$ cat src/rtl/p4_req_driver.sv
// p4_req_driver: valid/ready initiator for a combinational P4 adder.
// Registers A/B/cin toward the adder, waits SETTLE_CYC edges, then returns S/cout on a response port.
// Ports: clock, rst_n (async, active low); req_valid/req_ready/req_a/req_b/req_cin;
//   p4_a/p4_b/p4_cin (to adder), p4_s/p4_cout (from adder);
//   rsp_valid/rsp_ready/rsp_s/rsp_cout; busy.
// Optional macro P4_REFCHK_EN adds chk_err and err_cnt, with a reference check at capture.
module p4_req_driver #(
  parameter int NBIT       = 16,
  parameter int SETTLE_CYC = 2
) (
  input  logic            clock,
  input  logic            rst_n,
  input  logic            req_valid,
  output logic            req_ready,
  input  logic [NBIT-1:0] req_a,
  input  logic [NBIT-1:0] req_b,
  input  logic            req_cin,
  output logic [NBIT-1:0] p4_a,
  output logic [NBIT-1:0] p4_b,
  output logic            p4_cin,
  input  logic [NBIT-1:0] p4_s,
  input  logic            p4_cout,
  output logic            rsp_valid,
  input  logic            rsp_ready,
  output logic [NBIT-1:0] rsp_s,
  output logic            rsp_cout,
  output logic            busy
`ifdef P4_REFCHK_EN
  ,
  output logic            chk_err,
  output logic [15:0]     err_cnt
`endif
);

  if (SETTLE_CYC < 1 || SETTLE_CYC > 15) begin : g_bad_settle
    $error("p4_req_driver: SETTLE_CYC must be in 1..15");
  end

  typedef enum logic [2:0] {
    IDLE  = 3'b001,
    DRIVE = 3'b010,
    RESP  = 3'b100
  } state_t;

  localparam logic [3:0] CNT_LOAD = 4'(SETTLE_CYC - 1);

  state_t     state;
  state_t     state_nx;
  logic [3:0] cnt;
  logic       accept;
  logic       capture;
  logic       rsp_hs;

  assign accept  = (state == IDLE) && req_valid;
  assign capture = (state == DRIVE) && (cnt == 4'd0);
  assign rsp_hs  = (state == RESP) && rsp_ready;

  always_ff @(posedge clock or negedge rst_n) begin
    if (!rst_n) state <= IDLE;
    else        state <= state_nx;
  end

  always_comb begin
    state_nx = state;
    unique case (1'b1)
      state[0]: if (req_valid) state_nx = DRIVE;
      state[1]: if (cnt == 4'd0) state_nx = RESP;
      state[2]: if (rsp_ready) state_nx = IDLE;
      default:  state_nx = IDLE;
    endcase
  end

  always_comb begin
    req_ready = 1'b0;
    rsp_valid = 1'b0;
    busy      = 1'b0;
    unique case (1'b1)
      state[0]: req_ready = 1'b1;
      state[1]: busy = 1'b1;
      state[2]: begin
        rsp_valid = 1'b1;
        busy      = 1'b1;
      end
      default: req_ready = 1'b0;
    endcase
  end

  always_ff @(posedge clock or negedge rst_n) begin
    if (!rst_n) begin
      cnt <= 4'd0;
    end else if (accept) begin
      cnt <= CNT_LOAD;
    end else if (state == DRIVE && cnt != 4'd0) begin
      cnt <= cnt - 4'd1;
    end
  end

  // Adder inputs move only on accept, so they are quiet during capture.
  always_ff @(posedge clock or negedge rst_n) begin
    if (!rst_n) begin
      p4_a   <= '0;
      p4_b   <= '0;
      p4_cin <= 1'b0;
    end else if (accept) begin
      p4_a   <= req_a;
      p4_b   <= req_b;
      p4_cin <= req_cin;
    end
  end

  always_ff @(posedge clock or negedge rst_n) begin
    if (!rst_n) begin
      rsp_s    <= '0;
      rsp_cout <= 1'b0;
    end else if (capture) begin
      rsp_s    <= p4_s;
      rsp_cout <= p4_cout;
    end
  end

`ifdef P4_REFCHK_EN
  logic [NBIT:0] ref_sum;
  logic          mism;

  assign ref_sum = {1'b0, p4_a} + {1'b0, p4_b}
                 + {{NBIT{1'b0}}, p4_cin};
  assign mism    = {p4_cout, p4_s} != ref_sum;

  always_ff @(posedge clock or negedge rst_n) begin
    if (!rst_n) begin
      chk_err <= 1'b0;
      err_cnt <= 16'd0;
    end else if (capture) begin
      chk_err <= mism;
      if (mism && err_cnt != 16'hFFFF)
        err_cnt <= err_cnt + 16'd1;
    end else if (rsp_hs) begin
      chk_err <= 1'b0;
    end
  end
`else
  logic unused_hs;
  assign unused_hs = rsp_hs;
`endif

endmodule

$ cat config.mk
export PLATFORM = sky130hd
export DESIGN_NAME = p4_req_driver
export DESIGN_NICKNAME = d
export VERILOG_FILES = /design/src/rtl/p4_req_driver.sv
export SDC_FILE = /design/constraint.sdc
export NUM_CORES = 1
export LEC_CHECK = 0
export ABC_AREA = 1
export CORE_MARGIN = 10
export CORE_UTILIZATION = 59
export CTS_BUF_LIST = sky130_fd_sc_hd__clkbuf_4
export DETAILED_ROUTE_END_ITERATION = 12
export DONT_BUFFER_PORTS = 1
export PLACE_DENSITY = 0.79
export SLEW_MARGIN = 20
export SYNTH_ARGS = -nofsm -noshare
export SYNTH_HDL_FRONTEND = slang
export SYNTH_SLANG_ARGS = --single-unit
$ cat constraint.sdc
create_clock -name clock -period 1.4 [get_ports clock]
set_input_delay 0.21 -clock clock [delete_from_list [all_inputs] [get_ports clock]]
set_output_delay 0.21 -clock clock [all_outputs]
set_load 0.03 [all_outputs]
## Yosys cells after proc, flatten, opt, wreduce, memory -nomap -nowiden

Index checks and enable logic that the tools add are counted.

- Bits of input ports: 54
- Output and inout bits: 53
- Memories kept: 0
- Bits in read-only memories: 0
- Bits in latches: 0
- Register bits: 57
- Bits in writable memories: 0

- Shifts and indexed selects: 0
- Mux-type cells: 9
- Eq/ne operators: 2
- Reduce and logical (&&, ||, !) cells: 7
- Add/sub/neg operators: 1
- Div/mod/pow operators: 0
- Bitwise gates (word level): 0
- Multipliers: 0
- $lt $le $gt $ge: 0

Operators by type and width:

| cell | number |
|---|---|
| $pmux 3 s3 | 1 |
| $mux 4 | 2 |
| $mux 3 | 2 |
| $logic_not 4->1 | 1 |
| $reduce_bool 4->1 | 1 |
| $sub 4x1->4 const B | 1 |
| $eq 3x1->1 const B | 1 |
| $eq 3x2->1 const B | 1 |
| $logic_and 1x1->1 | 3 |
| $mux 1 | 3 |
| $mux 2 | 1 |
| $reduce_bool 2->1 | 1 |
| $reduce_or 2->1 | 1 |

## Longest topological paths before layout

Gate-level depths: netlist (run 1).

- Word-level depth: 4
- Mapped depth: 8

## Worst setup path before layout (run 1)

No wires, ideal clock.

- Path type: register -> register
- From: register cnt[0]
- To: register rsp_s[10]
- Cell stages (with the launch flop): 9
- Clock period less this slack: 1.277 ns
- Arrival: 1.212 ns
- Required time: 1.335 ns
- Setup slack: 0.123 ns
- Setup time: 0.065 ns
- Cell sequence: dfrtp_1 -> inv_1 -> ha_1 -> nand2_2 -> nor2_4 -> buf_6 -> buf_6 -> nand3_1 -> nand2_1

- Word-level cells in the longest chain between the ends: 2

Ends and longest elaborated chain:

| what | line | RTL |
|---|---|---|
| from (decl) | 49 | `logic [3:0] cnt;` |
| from (signal assigned) | 94 | `cnt <= cnt - 4'd1;` |
| $logic_not 4->1 | 55 | `assign capture = (state == DRIVE) && (cnt == 4'd0);` |
| $logic_and 1x1->1 | 55 |  |
| to (signal assigned) | 116 | `rsp_s <= p4_s;` |
| to (decl) | 25 | `output logic [NBIT-1:0] rsp_s,` |

No other way between the ends.
A chain may end at the register's enable or synchronous reset.

## Worst setup path after layout (run 1)

- From: register state[0]
- To: output req_ready

- Word-level cells in the longest chain between the ends: 1

Ends and longest elaborated chain:

| what | line | RTL |
|---|---|---|
| from (decl) | 47 | `state_t state;` |
| from (signal assigned) | 60 | `else state <= state_nx;` |
| $mux 1 | 77 | `unique case (1'b1)` |
| to (decl) | 14 | `output logic req_ready,` |

No other way between the ends.

==> metrics.log, run 1 <==
INFO  metric status = complete, but fails checks
INFO  metric failed_checks = negative hold slack
INFO  metric num_vias = 2,023
INFO  metric tritoncts = done
INFO  metric cp.buffers_inverters = 1
INFO  metric seq_area_frac_synth = 61.0%
INFO  metric most-common-layout-cells = sky130_fd_sc_hd__nand2_1, sky130_fd_sc_hd__dfrtp_1, sky130_fd_sc_hd__dlygate4sd3_1
INFO  metric timing.final.setup_violations = 0
INFO  metric setup.worst_path.start = state[0]$_DFF_PN1_
INFO  metric drt-vias-per-instance = 5.37
INFO  metric dpl.hpwl = 4150 um
INFO  metric floorplan.rows = 22
INFO  metric synth.ff_latch_count = 57
INFO  metric clock_tree.buffer_depth = 2
INFO  metric fp.dieW = 83.0 um
INFO  metric achievable-frequency = 734 MHz
INFO  metric number_of_max_slew_violations_in_the_final_report = 0
INFO  metric global_route_wire_length_before_repair = 11,200 um
INFO  metric grt_util_all_layers = 20.0%
INFO  metric drc = 0
INFO  metric routed_wl = 6900 um
INFO  metric maxSlewHeadroom = 76.5%
INFO  metric sort_of_element_at_the_end_of_the_critical_path = output port
INFO  metric tritoncts.num_buffers = 9
INFO  metric worst_path_dominant_cell_family = flip-flops
INFO  metric cts.htree.levels = 3
INFO  metric grt_start_max_net_pins = 58
INFO  metric detail_route.first_pass.iterations = 4
INFO  metric postCtsHoldBufs = 52
INFO  metric crit_chain = buf_4
INFO  metric syn_area_per_cell = 8.97 um2
INFO  metric avgRoutedWirePerCell = 18.3 um
INFO  metric yosys_warnings = 0
INFO  metric grt_pass1_vias = 2,127
INFO  metric finalClockSkew = 0.0120 ns
INFO  metric post-route-cell-area = 0.00307 mm2
INFO  metric insertion_delay = 0.38 ns
INFO  metric synth_nets = 317
INFO  metric placed_area = 0.00241 mm2
INFO  metric tightest_slew = 0.352 ns
INFO  metric post_synth_inst_count = 261
INFO  metric worst_path_max_delay_cell = sky130_fd_sc_hd__dfstp_2
INFO  metric grt-ovfl-total = 0
INFO  metric worstPathArrival = 1.15 ns
INFO  metric timing.critical_path.required = 1.19 ns
INFO  metric cellPowerDensity = 2440 mW/mm2
INFO  metric clock-sinks = 57
INFO  metric port_buffers = 0
INFO  metric route.antenna.remaining_nets = 0
INFO  metric worst_r2r_startpoint = cnt[1]$_DFFE_PN0P_
INFO  metric placeable_area = 0.00374 mm2
INFO  metric power_leakage = 1.60 nW
INFO  metric ios = 107
INFO  metric initial_core_util = 62.6%
INFO  metric place.gp.congestion = 0.775
INFO  metric cp_max_fo = 3
INFO  metric yosys.cell_types.count = 22
INFO  metric die_y = 83.0 um
INFO  metric cap_violations = 0
INFO  metric cp_slowest_stage_delay = 0.58 ns
INFO  metric clkSlewWorstSetupHoldPaths = 0.09 ns
INFO  metric ctsRootBufferMaster = sky130_fd_sc_hd__clkbuf_4
INFO  metric drt_iter0_drc = 129
INFO  metric layout_min_cycle_time = 1.36 ns
INFO  metric antenna-diode-count = 0
INFO  metric synth.cell_area = 0.00234 mm2
INFO  metric grt_antenna_before_repair = 0
INFO  metric final_hold_viol_count = 57
INFO  metric worstSetupStartpointType = flip-flop
INFO  metric vdd.ir_drop.worst = 0.00131 V
INFO  metric num-nets-final = 382
INFO  metric final.period_utilization = 97.3%
INFO  metric fp.dieArea = 0.00689 mm2
INFO  metric hold_path_class = in -> async
INFO  metric fin_tns_setup = 0 ns
INFO  metric unrepaired_setup_endpoints_after_global_routing = yes
INFO  metric fin_worst_hold_slack = -0.494 ns
INFO  metric final_common_cell = sky130_fd_sc_hd__nand2_1
INFO  metric timing_worst_setup_path_type = reg -> out
INFO  metric layout-area-overhead-vs-synth = 31.0%
INFO  metric final_layout_size_suffix_gt1_share = 12.5%
## logic make-up after synthesis
logic type               after synthesis  share of synthesized area, %
AND/OR/NAND/NOR                      174                          30.6
flip-flops                            57                          61.0
buffers and inverters                 21                          5.66
AO/OA/AOI/OAI                          6                          1.34
adder cells (fa/ha/maj)                2                          1.07
XOR/XNOR                               1                         0.374
## power by group
| group | switching, W | internal (W) | total (W) | leakage (nW) |
|---|---|---|---|---|
| Clock | 0.000525 | 0.000396 | 0.000921 | 0.0583 |
| Sequential | 0.00198 | 0.00241 | 0.00439 | 0.708 |
| Combinational | 0.00131 | 0.000867 | 0.00218 | 0.834 |
| Total | 0.00382 | 0.00367 | 0.00749 | 1.60 |
## synth_stat cells
| master | n | area, um2 |
|---|---|---|
| sky130_fd_sc_hd__a21oi_1 | 1 | 5.00 |
| sky130_fd_sc_hd__buf_2 | 1 | 5.00 |
| sky130_fd_sc_hd__buf_4 | 4 | 30.0 |
| sky130_fd_sc_hd__buf_6 | 5 | 56.3 |
| sky130_fd_sc_hd__clkbuf_1 | 1 | 3.75 |
| sky130_fd_sc_hd__dfrtp_1 | 56 | 1400 |
| sky130_fd_sc_hd__dfstp_2 | 1 | 26.3 |
| sky130_fd_sc_hd__ha_1 | 2 | 25.0 |
| sky130_fd_sc_hd__inv_1 | 6 | 22.5 |
| sky130_fd_sc_hd__inv_2 | 4 | 15.0 |
| sky130_fd_sc_hd__nand2_1 | 141 | 529 |
| sky130_fd_sc_hd__nand2_2 | 1 | 6.26 |
| sky130_fd_sc_hd__nand2_4 | 1 | 11.3 |
| sky130_fd_sc_hd__nand3_1 | 23 | 115 |
| sky130_fd_sc_hd__nand3_2 | 2 | 20.0 |
| sky130_fd_sc_hd__nand4_1 | 1 | 6.26 |
| sky130_fd_sc_hd__nor2_1 | 3 | 11.3 |
| sky130_fd_sc_hd__nor2_2 | 1 | 6.26 |
| sky130_fd_sc_hd__nor2_4 | 1 | 11.3 |
| sky130_fd_sc_hd__o21ai_0 | 4 | 20.0 |
| sky130_fd_sc_hd__o22ai_1 | 1 | 6.26 |
| sky130_fd_sc_hd__xor2_1 | 1 | 8.76 |
## final cells by class
class,count,area [um2]
multi-input combinational,183,808
tap,48,60.1
clock inverter,2,7.51
clock buffer,12,90.1
fill,218,674
sequential,57,1430
timing repair buffer,65,638
inverter,10,37.5
## registers in the layout, summed over array words and instances, names as in the netlist
| name | cells |
|---|---|
| p4_cin | 1 |
| p4_b | 16 |
| rsp_cout | 1 |
| cnt | 4 |
| state | 3 |
| rsp_s | 16 |
| p4_a | 16 |
## path summary, 6_finish.rpt
| path | to | slack [ns] | depth (start not counted) |
|---|---|---|---|
| max | req_ready | 0.04 | 1 |
| min | state[1]$_DFF_PN0_ | -0.49 | 0 |
| max reg2reg | rsp_s[10]$_DFFE_PN0P_ | 0.08 | 7 |
| min reg2reg | cnt[3]$_DFFE_PN0P_ | 0.57 | 2 |
| max in group asynchronous | state[0]$_DFF_PN1_ | 1.72 | 0 |
| min in group clock | state[0]$_DFF_PN1_ | 0.05 | 3 |
## through the flow
stage | power [W] | util (%) | setup WS (ns) | hold WS, ns | std cells
2_1_floorplan | 0.00571 | - | 0.123 | -0.0856 | 261
3_3_place_gp | 0.00617 | 64.4 | 0.169 | -0.0840 | 310
3_5_place_dp | 0.00629 | 64.4 | 0.0734 | -0.0839 | 310
4_1_cts | 0.00733 | 80.9 | 0.0230 | -0.511 | 376
5_1_grt | 0.00798 | 82.0 | -0.0279 | -0.521 | 377
6_report | 0.00749 | 82.0 | 0.0384 | -0.494 | 377
## repair_timing
action                                  in CTS  in global routing
endpoints found under the setup margin       0                  9
resized for setup                            0                  9
setup buffers                                0                  1
hold endpoints to repair                   110                 57
## layer usage
metal | up-vias | share of wire [%] | track usage (%)
met5 | - | 0 | 0
met4 | 0 | 1.7 | 8.00
met3 | 14 | 16 | 11.4
met2 | 123 | 47 | 30.9
met1 | 949 | 35 | 22.1
li1 | 937 | - | -
Power figures use the tool's default switching activity.
==> run 2, diff against run 1 <==
- CELL_PAD_IN_SITES_DETAIL_PLACEMENT: unset -> 0
- CELL_PAD_IN_SITES_GLOBAL_PLACEMENT: unset -> 1
- CORE_UTILIZATION: 59 -> 42
- PLACE_DENSITY: 0.79 -> unset
- PLACE_DENSITY_LB_ADDON: unset -> 0.1
==> metrics.log, run 2 (same netlist as run 1, synthesis figures left out) <==
INFO  metric status = complete, but fails checks
INFO  metric failed_checks = negative hold slack
INFO  metric swShare = 49.6% (-1.4 points)
INFO  metric maxSlewHeadroom = 77.4% (+0.84 points)
INFO  metric drt-vias-per-instance = 4.70 (-12%)
INFO  metric final_common_cell = sky130_fd_sc_hd__nand2_1
INFO  metric power.share.sequential = 57.0% (-1.6 points)
INFO  metric achievable-frequency = 744 MHz (+1.3%)
INFO  metric detail_route.first_pass.iterations = 4 (unchanged)
INFO  metric clock_tree.buffer_depth = 2 (unchanged)
INFO  metric insertion_delay = 0.39 ns (about the same)
INFO  metric cp_max_fo = 5 (+2)
INFO  metric cellPowerDensity = 2450 mW/mm2 (+0.32%)
INFO  metric fp.dieW = 94.7 um (+14%)
INFO  metric layout_min_cycle_time = 1.34 ns (-0.0174 ns)
INFO  metric tritoncts.num_buffers = 9 (unchanged)
INFO  metric power_leakage = 1.62 nW (+1.1%)
INFO  metric timing.reg2reg.setup_slack = 0.08 ns (about the same)
INFO  metric worst_r2r_startpoint = cnt[1]$_DFFE_PN0P_
INFO  metric drc = 0 (unchanged)
INFO  metric internal-power = 0.00387 W (+5.5%)
INFO  metric final.period_utilization = 96.0% (-1.2 points)
INFO  metric floorplan.rows = 27 (+23%)
INFO  metric fp.dieArea = 0.00896 mm2 (+30%)
INFO  metric layout-area-overhead-vs-synth = 33.9%
INFO  metric drt_iter0_drc = 75 (-42%)
INFO  metric clkSlewWorstSetupHoldPaths = 0.09 ns (about the same)
INFO  metric worstSetupStartpointType = flip-flop
INFO  metric timing_worst_setup_path_type = reg -> out
INFO  metric die_y = 94.7 um (+14%)
INFO  metric power_switching = 0.00381 W (-0.29%)
INFO  metric cp.buffers_inverters = 1 (unchanged)
INFO  metric postCtsHoldBufs = 52 (unchanged)
INFO  metric timing.critical_path.required = 1.19 ns (about the same)
INFO  metric cap_violations = 0 (unchanged)
INFO  metric num-nets-final = 382 (unchanged)
INFO  metric most-common-layout-cells = sky130_fd_sc_hd__nand2_1, sky130_fd_sc_hd__dfrtp_1, sky130_fd_sc_hd__dlygate4sd3_1
INFO  metric number_of_max_slew_violations_in_the_final_report = 0 (unchanged)
INFO  metric cts.htree.levels = 3 (unchanged)
INFO  metric grt_start_max_net_pins = 58 (unchanged)
INFO  metric final_hold_viol_count = 57 (unchanged)
INFO  metric vdd.ir_drop.worst = 0.00100 V (-24%)
INFO  metric grt_antenna_before_repair = 0 (unchanged)
INFO  metric port_buffers = 0 (unchanged)
INFO  metric grt_util_all_layers = 14.5% (-5.5 points)
INFO  metric finalClockSkew = 0.0104 ns (-0.00153 ns)
INFO  metric place.gp.congestion = 0.736 (-5.0%)
INFO  metric worstPathArrival = 1.13 ns (-0.02 ns)
INFO  metric grt_pass1_vias = 1,956 (-8.0%)
INFO  metric crit_chain = buf_6
INFO  metric timing.final.setup_violations = 0 (unchanged)
INFO  metric route.antenna.remaining_nets = 0 (unchanged)
INFO  metric ctsRootBufferMaster = sky130_fd_sc_hd__clkbuf_4
INFO  metric crit-reg2reg-capture = rsp_s[11]$_DFFE_PN0P_
INFO  metric grt-ovfl-total = 0 (unchanged)
INFO  metric sort_of_element_at_the_end_of_the_critical_path = output port
INFO  metric cp_slowest_stage_delay = 0.60 ns (+0.02 ns)
INFO  metric unrepaired_setup_endpoints_after_global_routing = yes
INFO  metric tightest_slew = 0.339 ns (-0.0126 ns)
INFO  metric ios = 107 (unchanged)
INFO  metric power.combinational.fraction = 28.3% (-0.8 points)
INFO  metric fin_worst_hold_slack = -0.497 ns (-0.00317 ns)
INFO  metric avgRoutedWirePerCell = 16.1 um (-12%)
INFO  metric antenna-diode-count = 0 (unchanged)
INFO  metric final_layout_size_suffix_gt1_share = 13.0% (+0.57 points)
INFO  metric initial_core_util = 42.8% (-20 points)
INFO  metric reg.largest.list = p4_a (16), p4_b (16), rsp_s (16)
INFO  metric tritoncts = done
INFO  metric r2r_cells = 8 (+1)
INFO  metric routed_wl = 6460 um (-6.4%)
INFO  metric clockPowerShare = 14.7% (+2.4 points)
INFO  metric global_route_wire_length_before_repair = 10,100 um (-9.6%)
INFO  metric clock-sinks = 57 (unchanged)
INFO  metric fin_tns_setup = 0 ns (unchanged)
INFO  metric worst_path_max_delay_cell = sky130_fd_sc_hd__dfstp_2
INFO  metric num_vias = 1,889 (-6.6%)
INFO  metric worst_path_dominant_cell_family = flip-flops
INFO  metric hold_path_class = in -> async
INFO  metric dpl.hpwl = 4320 um (+4.2%)
INFO  metric placeable_area = 0.00547 mm2 (+46%)
[run 2: changes by cell type in the layout (fill, tap and decap cells not counted), sizes merged]
cell    before  now
clkbuf      12   10
clkinv       2    4
bufinv       0    1
[run 2: power by group through the flow]
stage          Sequential, W  Combinational [W]  Clock [W]
2_1_floorplan        0.00425            0.00146          0
3_3_place_gp         0.00443            0.00182          0
3_5_place_dp         0.00443            0.00185          0
4_1_cts              0.00440            0.00197    0.00115
5_1_grt              0.00449            0.00250    0.00124
6_report             0.00438            0.00217    0.00113
[run 2: cell type report]
| cell class | count | area [um2] |
|---|---|---|
| Clock inverter | 5 | 47.5 |
| Fill cell | 494 | 2340 |
| Multi-Input combinational cell | 183 | 801 |
| Tap cell | 72 | 90.1 |
| Inverter | 10 | 37.5 |
| Clock buffer | 10 | 75.1 |
| Sequential cell | 57 | 1430 |
| Timing Repair Buffer | 65 | 658 |
[run 2: worst reg2reg max path: stages, from the launching register on]
cell and delay, ns:
sky130_fd_sc_hd__dfrtp_1 0.41, sky130_fd_sc_hd__inv_2 0.07, sky130_fd_sc_hd__ha_2 0.18, sky130_fd_sc_hd__nand2_2 0.07, sky130_fd_sc_hd__nor2_4 0.13, sky130_fd_sc_hd__buf_12 0.14
sky130_fd_sc_hd__buf_4 0.14, sky130_fd_sc_hd__nand3_1 0.08, sky130_fd_sc_hd__nand2_1 0.07
[run 2: how the worst max path moves through the flow]
stage	startpoint	depth (start not counted)	slack [ns]	end
finish	state[0]$_DFF_PN1_	1	0.06	req_ready
global route	cnt[1]$_DFFE_PN0P_	8	-0.01	rsp_s[0]$_DFFE_PN0P_
CTS	state[0]$_DFF_PN1_	1	0.01	req_ready
detailed placement	cnt[1]$_DFFE_PN0P_	7	0.13	rsp_s[12]$_DFFE_PN0P_
global placement	state[0]$_DFF_PN1_	6	0.09	cnt[2]$_DFFE_PN0P_
floorplan	cnt[0]$_DFFE_PN0P_	8	0.12	rsp_s[10]$_DFFE_PN0P_
[run 2: timing repair]
action,CTS,global route
endpoints found under the hold margin,110,57
setup endpoints to repair,0,9
setup buffers,0,1
gates resized for setup,0,12
[run 2: routing by layer]
layer	up-vias	wire length [um]	global-route usage, %
met5	-	0	0
met4	0	86	7.73
met3	9	770	7.93
met2	83	2960	21.0
met1	862	2640	16.9
li1	935	-	-
[run 2: metrics by stage]
| step | instance area [um2] | util (%) | cells | total power (W) | worst slack, ns |
|---|---|---|---|---|---|
| final | 3140 | 57.3 | 402 | 0.00768 | 0.0558 |
| after global placement | 2430 | 44.4 | 333 | 0.00625 | 0.0891 |
| after global routing | 3140 | 57.3 | 402 | 0.00823 | -0.0138 |
| after CTS | 3080 | 56.2 | 400 | 0.00753 | 0.0124 |
| after detailed placement | 2430 | 44.4 | 333 | 0.00628 | 0.128 |
| after floorplan | 2340 | - | 261 | 0.00571 | 0.123 |
==> run 3, diff against run 2 <==
- CORE_MARGIN: 10 -> 1.5
- SETUP_SLACK_MARGIN: unset -> 0.15
==> metrics.log, run 3 (same netlist as run 1, synthesis figures left out) <==
INFO  metric status = complete, but fails checks
INFO  metric failed_checks = negative hold slack
INFO  metric final_hold_viol_count = 57 (unchanged)
INFO  metric die_y = 77.7 um (-18%)
INFO  metric initial_core_util = 43.1% (+0.27 points)
INFO  metric final_layout_size_suffix_gt1_share = 29.9% (+17 points)
INFO  metric finalClockSkew = 0.00966 ns (-0.000771 ns)
INFO  metric cap_violations = 0 (unchanged)
INFO  metric drt_iter0_drc = 79 (+5.3%)
INFO  metric grt_antenna_before_repair = 0 (unchanged)
INFO  metric worstSetupEndpoint = p4_b[13]$_DFFE_PN0P_
INFO  metric timing.reg2reg.setup_slack = 0.10 ns (+0.02 ns)
INFO  metric final.period_utilization = 92.7% (-3.4 points)
INFO  metric fp.dieW = 77.7 um (-18%)
INFO  metric num-nets-final = 392 (+2.6%)
INFO  metric fin_tns_setup = 0 ns (unchanged)
INFO  metric antenna-diode-count = 0 (unchanged)
INFO  metric clkSlewWorstSetupHoldPaths = 0.10 ns (about the same)
INFO  metric grt_util_all_layers = 19.8% (+5.3 points)
INFO  metric floorplan.rows = 27 (unchanged)
INFO  metric sort_of_element_at_the_end_of_the_critical_path = flip-flop
INFO  metric placedCellCount = 331 (-0.60%)
INFO  metric cts.htree.levels = 3 (unchanged)
INFO  metric postCtsHoldBufs = 52 (unchanged)
INFO  metric drt-vias-per-instance = 4.90 (+4.2%)
INFO  metric avgRoutedWirePerCell = 15.4 um (-4.2%)
INFO  metric port_buffers = 0 (unchanged)
INFO  metric unrepaired_setup_endpoints_after_global_routing = yes
INFO  metric tritoncts = done
INFO  metric placed_area = 0.00242 mm2 (-0.57%)
INFO  metric fp.dieArea = 0.00603 mm2 (-33%)
INFO  metric met3RoutedLength = 417 um (-46%)
INFO  metric r2r_cells = 6 (-2)
INFO  metric clock-sinks = 57 (unchanged)
INFO  metric insertion_delay = 0.39 ns (about the same)
INFO  metric global_route_wire_length_before_repair = 9200 um (-8.9%)
INFO  metric maxSlewHeadroom = 77.4% (about the same)
INFO  metric placeable_area = 0.00544 mm2 (-0.62%)
INFO  metric crit_chain = buf_6, nand3_4, inv_8, clkbuf_16, nand2_2, nand2_1
INFO  metric grt_pass1_vias = 2,015 (+3.0%)
INFO  metric timing.final.setup_violations = 0 (unchanged)
INFO  metric timing.critical_path.required = 1.72 ns (+0.53 ns)
INFO  metric timing_worst_setup_path_type = reg -> reg
INFO  metric detail_route.first_pass.iterations = 4 (unchanged)
INFO  metric cp_slowest_stage_delay = 0.56 ns (-0.04 ns)
INFO  metric worst_path_max_delay_cell = sky130_fd_sc_hd__dfstp_2
INFO  metric layout-area-overhead-vs-synth = 52.7%
INFO  metric drc = 0 (unchanged)
INFO  metric post-route-cell-area = 0.00358 mm2 (+14%)
INFO  metric number_of_max_slew_violations_in_the_final_report = 0 (unchanged)
INFO  metric post_layout_nonfiller_instances = 413 (+2.7%)
INFO  metric cellPowerDensity = 2330 mW/mm2 (-4.6%)
INFO  metric layout_min_cycle_time = 1.30 ns (-0.0469 ns)
INFO  metric hold_path_class = in -> async
INFO  metric ios = 107 (unchanged)
INFO  metric reg.largest.list = p4_a (16), p4_b (16), rsp_s (16)
INFO  metric crit-reg2reg-capture = p4_b[13]$_DFFE_PN0P_
INFO  metric worst_r2r_startpoint = state[0]$_DFF_PN1_
INFO  metric setup.worst_path.start = state[0]$_DFF_PN1_
INFO  metric route.antenna.remaining_nets = 0 (unchanged)
INFO  metric wirelength_met1 = 2530 um (-4.0%)
INFO  metric place.gp.congestion = 0.690 (-6.3%)
INFO  metric worstPathArrival = 1.62 ns (+0.49 ns)
INFO  metric grt-ovfl-total = 0 (unchanged)
INFO  metric num_vias = 2,023 (+7.1%)
INFO  metric tightest_slew = 0.340 ns (+0.000220 ns)
INFO  metric routed_wl = 6360 um (-1.6%)
INFO  metric vdd.ir_drop.worst = 0.00108 V (+7.7%)
INFO  metric power_leakage = 1.83 nW (+13%)
INFO  metric final_common_cell = sky130_fd_sc_hd__nand2_1
INFO  metric dr.max_layer_used = met4
INFO  metric tritoncts.num_buffers = 9 (unchanged)
INFO  metric worstSetupStartpointType = flip-flop
INFO  metric cp_max_fo = 8 (+3)
INFO  metric most-common-layout-cells = sky130_fd_sc_hd__nand2_1, sky130_fd_sc_hd__dfrtp_1, sky130_fd_sc_hd__dlygate4sd3_1
INFO  metric dpl.hpwl = 3290 um (-24%)
INFO  metric detailroute.wirelength.met2 = 3270 um (+11%)
INFO  metric ctsRootBufferMaster = sky130_fd_sc_hd__clkbuf_4
INFO  metric achievable-frequency = 771 MHz (+3.6%)
INFO  metric utilization = 65.7% (+8.4 points)
INFO  metric clock_tree.buffer_depth = 2 (unchanged)
INFO  metric grt_start_max_net_pins = 58 (unchanged)
INFO  metric fin_worst_hold_slack = -0.498 ns (-0.000300 ns)
[run 3: cell types whose count changed in the layout (fill, tap and decap cells not counted), sizes merged]
cell | previous run | this run
clkbuf | 10 | 14
bufinv | 1 | 0
nand2 | 143 | 145
clkinvlp | 0 | 1
buf | 13 | 18
[run 3: through the flow]
stage	hold WS, ns	power [W]	worst slack, ns
3_3_place_gp	-0.0844	0.00611	0.121
6_report	-0.498	0.00835	0.103
3_5_place_dp	-0.0845	0.00614	0.111
5_1_grt	-0.535	0.00890	0.0394
4_1_cts	-0.516	0.00773	0.112
2_1_floorplan	-0.0856	0.00571	0.140
[run 3: where the power goes]
| part | internal (W) | total, W | leakage, nW | switching (W) |
|---|---|---|---|---|
| registers | 0.00241 | 0.00434 | 0.706 | 0.00193 |
| clock network | 0.000383 | 0.000962 | 0.0570 | 0.000580 |
| logic | 0.00136 | 0.00305 | 1.06 | 0.00168 |
[run 3: cell type report]
class / instances / area (um2)
Clock inverter: 5 / 22.5
Sequential cell: 57 / 1430
Inverter: 10 / 55.1
Timing Repair Buffer: 73 / 817
Clock buffer: 11 / 82.6
Multi-Input combinational cell: 185 / 1080
Tap cell: 72 / 90.1
Fill cell: 435 / 1860
[run 3: critical path: cells and delay by family (launching register included)]
| kind | cells | cell delay (ns) |
|---|---|---|
| simple gates | 3 | 0.25 |
| buf+inv | 3 | 0.42 |
| flops | 1 | 0.56 |
[run 3: what timing repair did]
item,CTS,global route
setup endpoints to repair,20,56
resized for setup,23,78
buffers inserted,6,1
cloned,2,5
endpoints found under the hold margin,110,57
pin swaps,6,28
[run 3: layer usage]
layer  vias to the layer above  track usage, %
li1                        964               -
met1                       964            23.1
met2                        83            32.5
met3                        12            6.59
met4                         0            10.0
met5                         -               0
[run 3: worst min path at each step]
stage / from / end
finish: rst_n / rsp_s[15]$_DFFE_PN0P_
global route: rst_n / p4_b[3]$_DFFE_PN0P_
CTS: rst_n / rsp_s[15]$_DFFE_PN0P_
detailed placement: rst_n / rsp_s[15]$_DFFE_PN0P_
global placement: rst_n / rsp_s[15]$_DFFE_PN0P_
floorplan: rst_n / cnt[0]$_DFFE_PN0P_
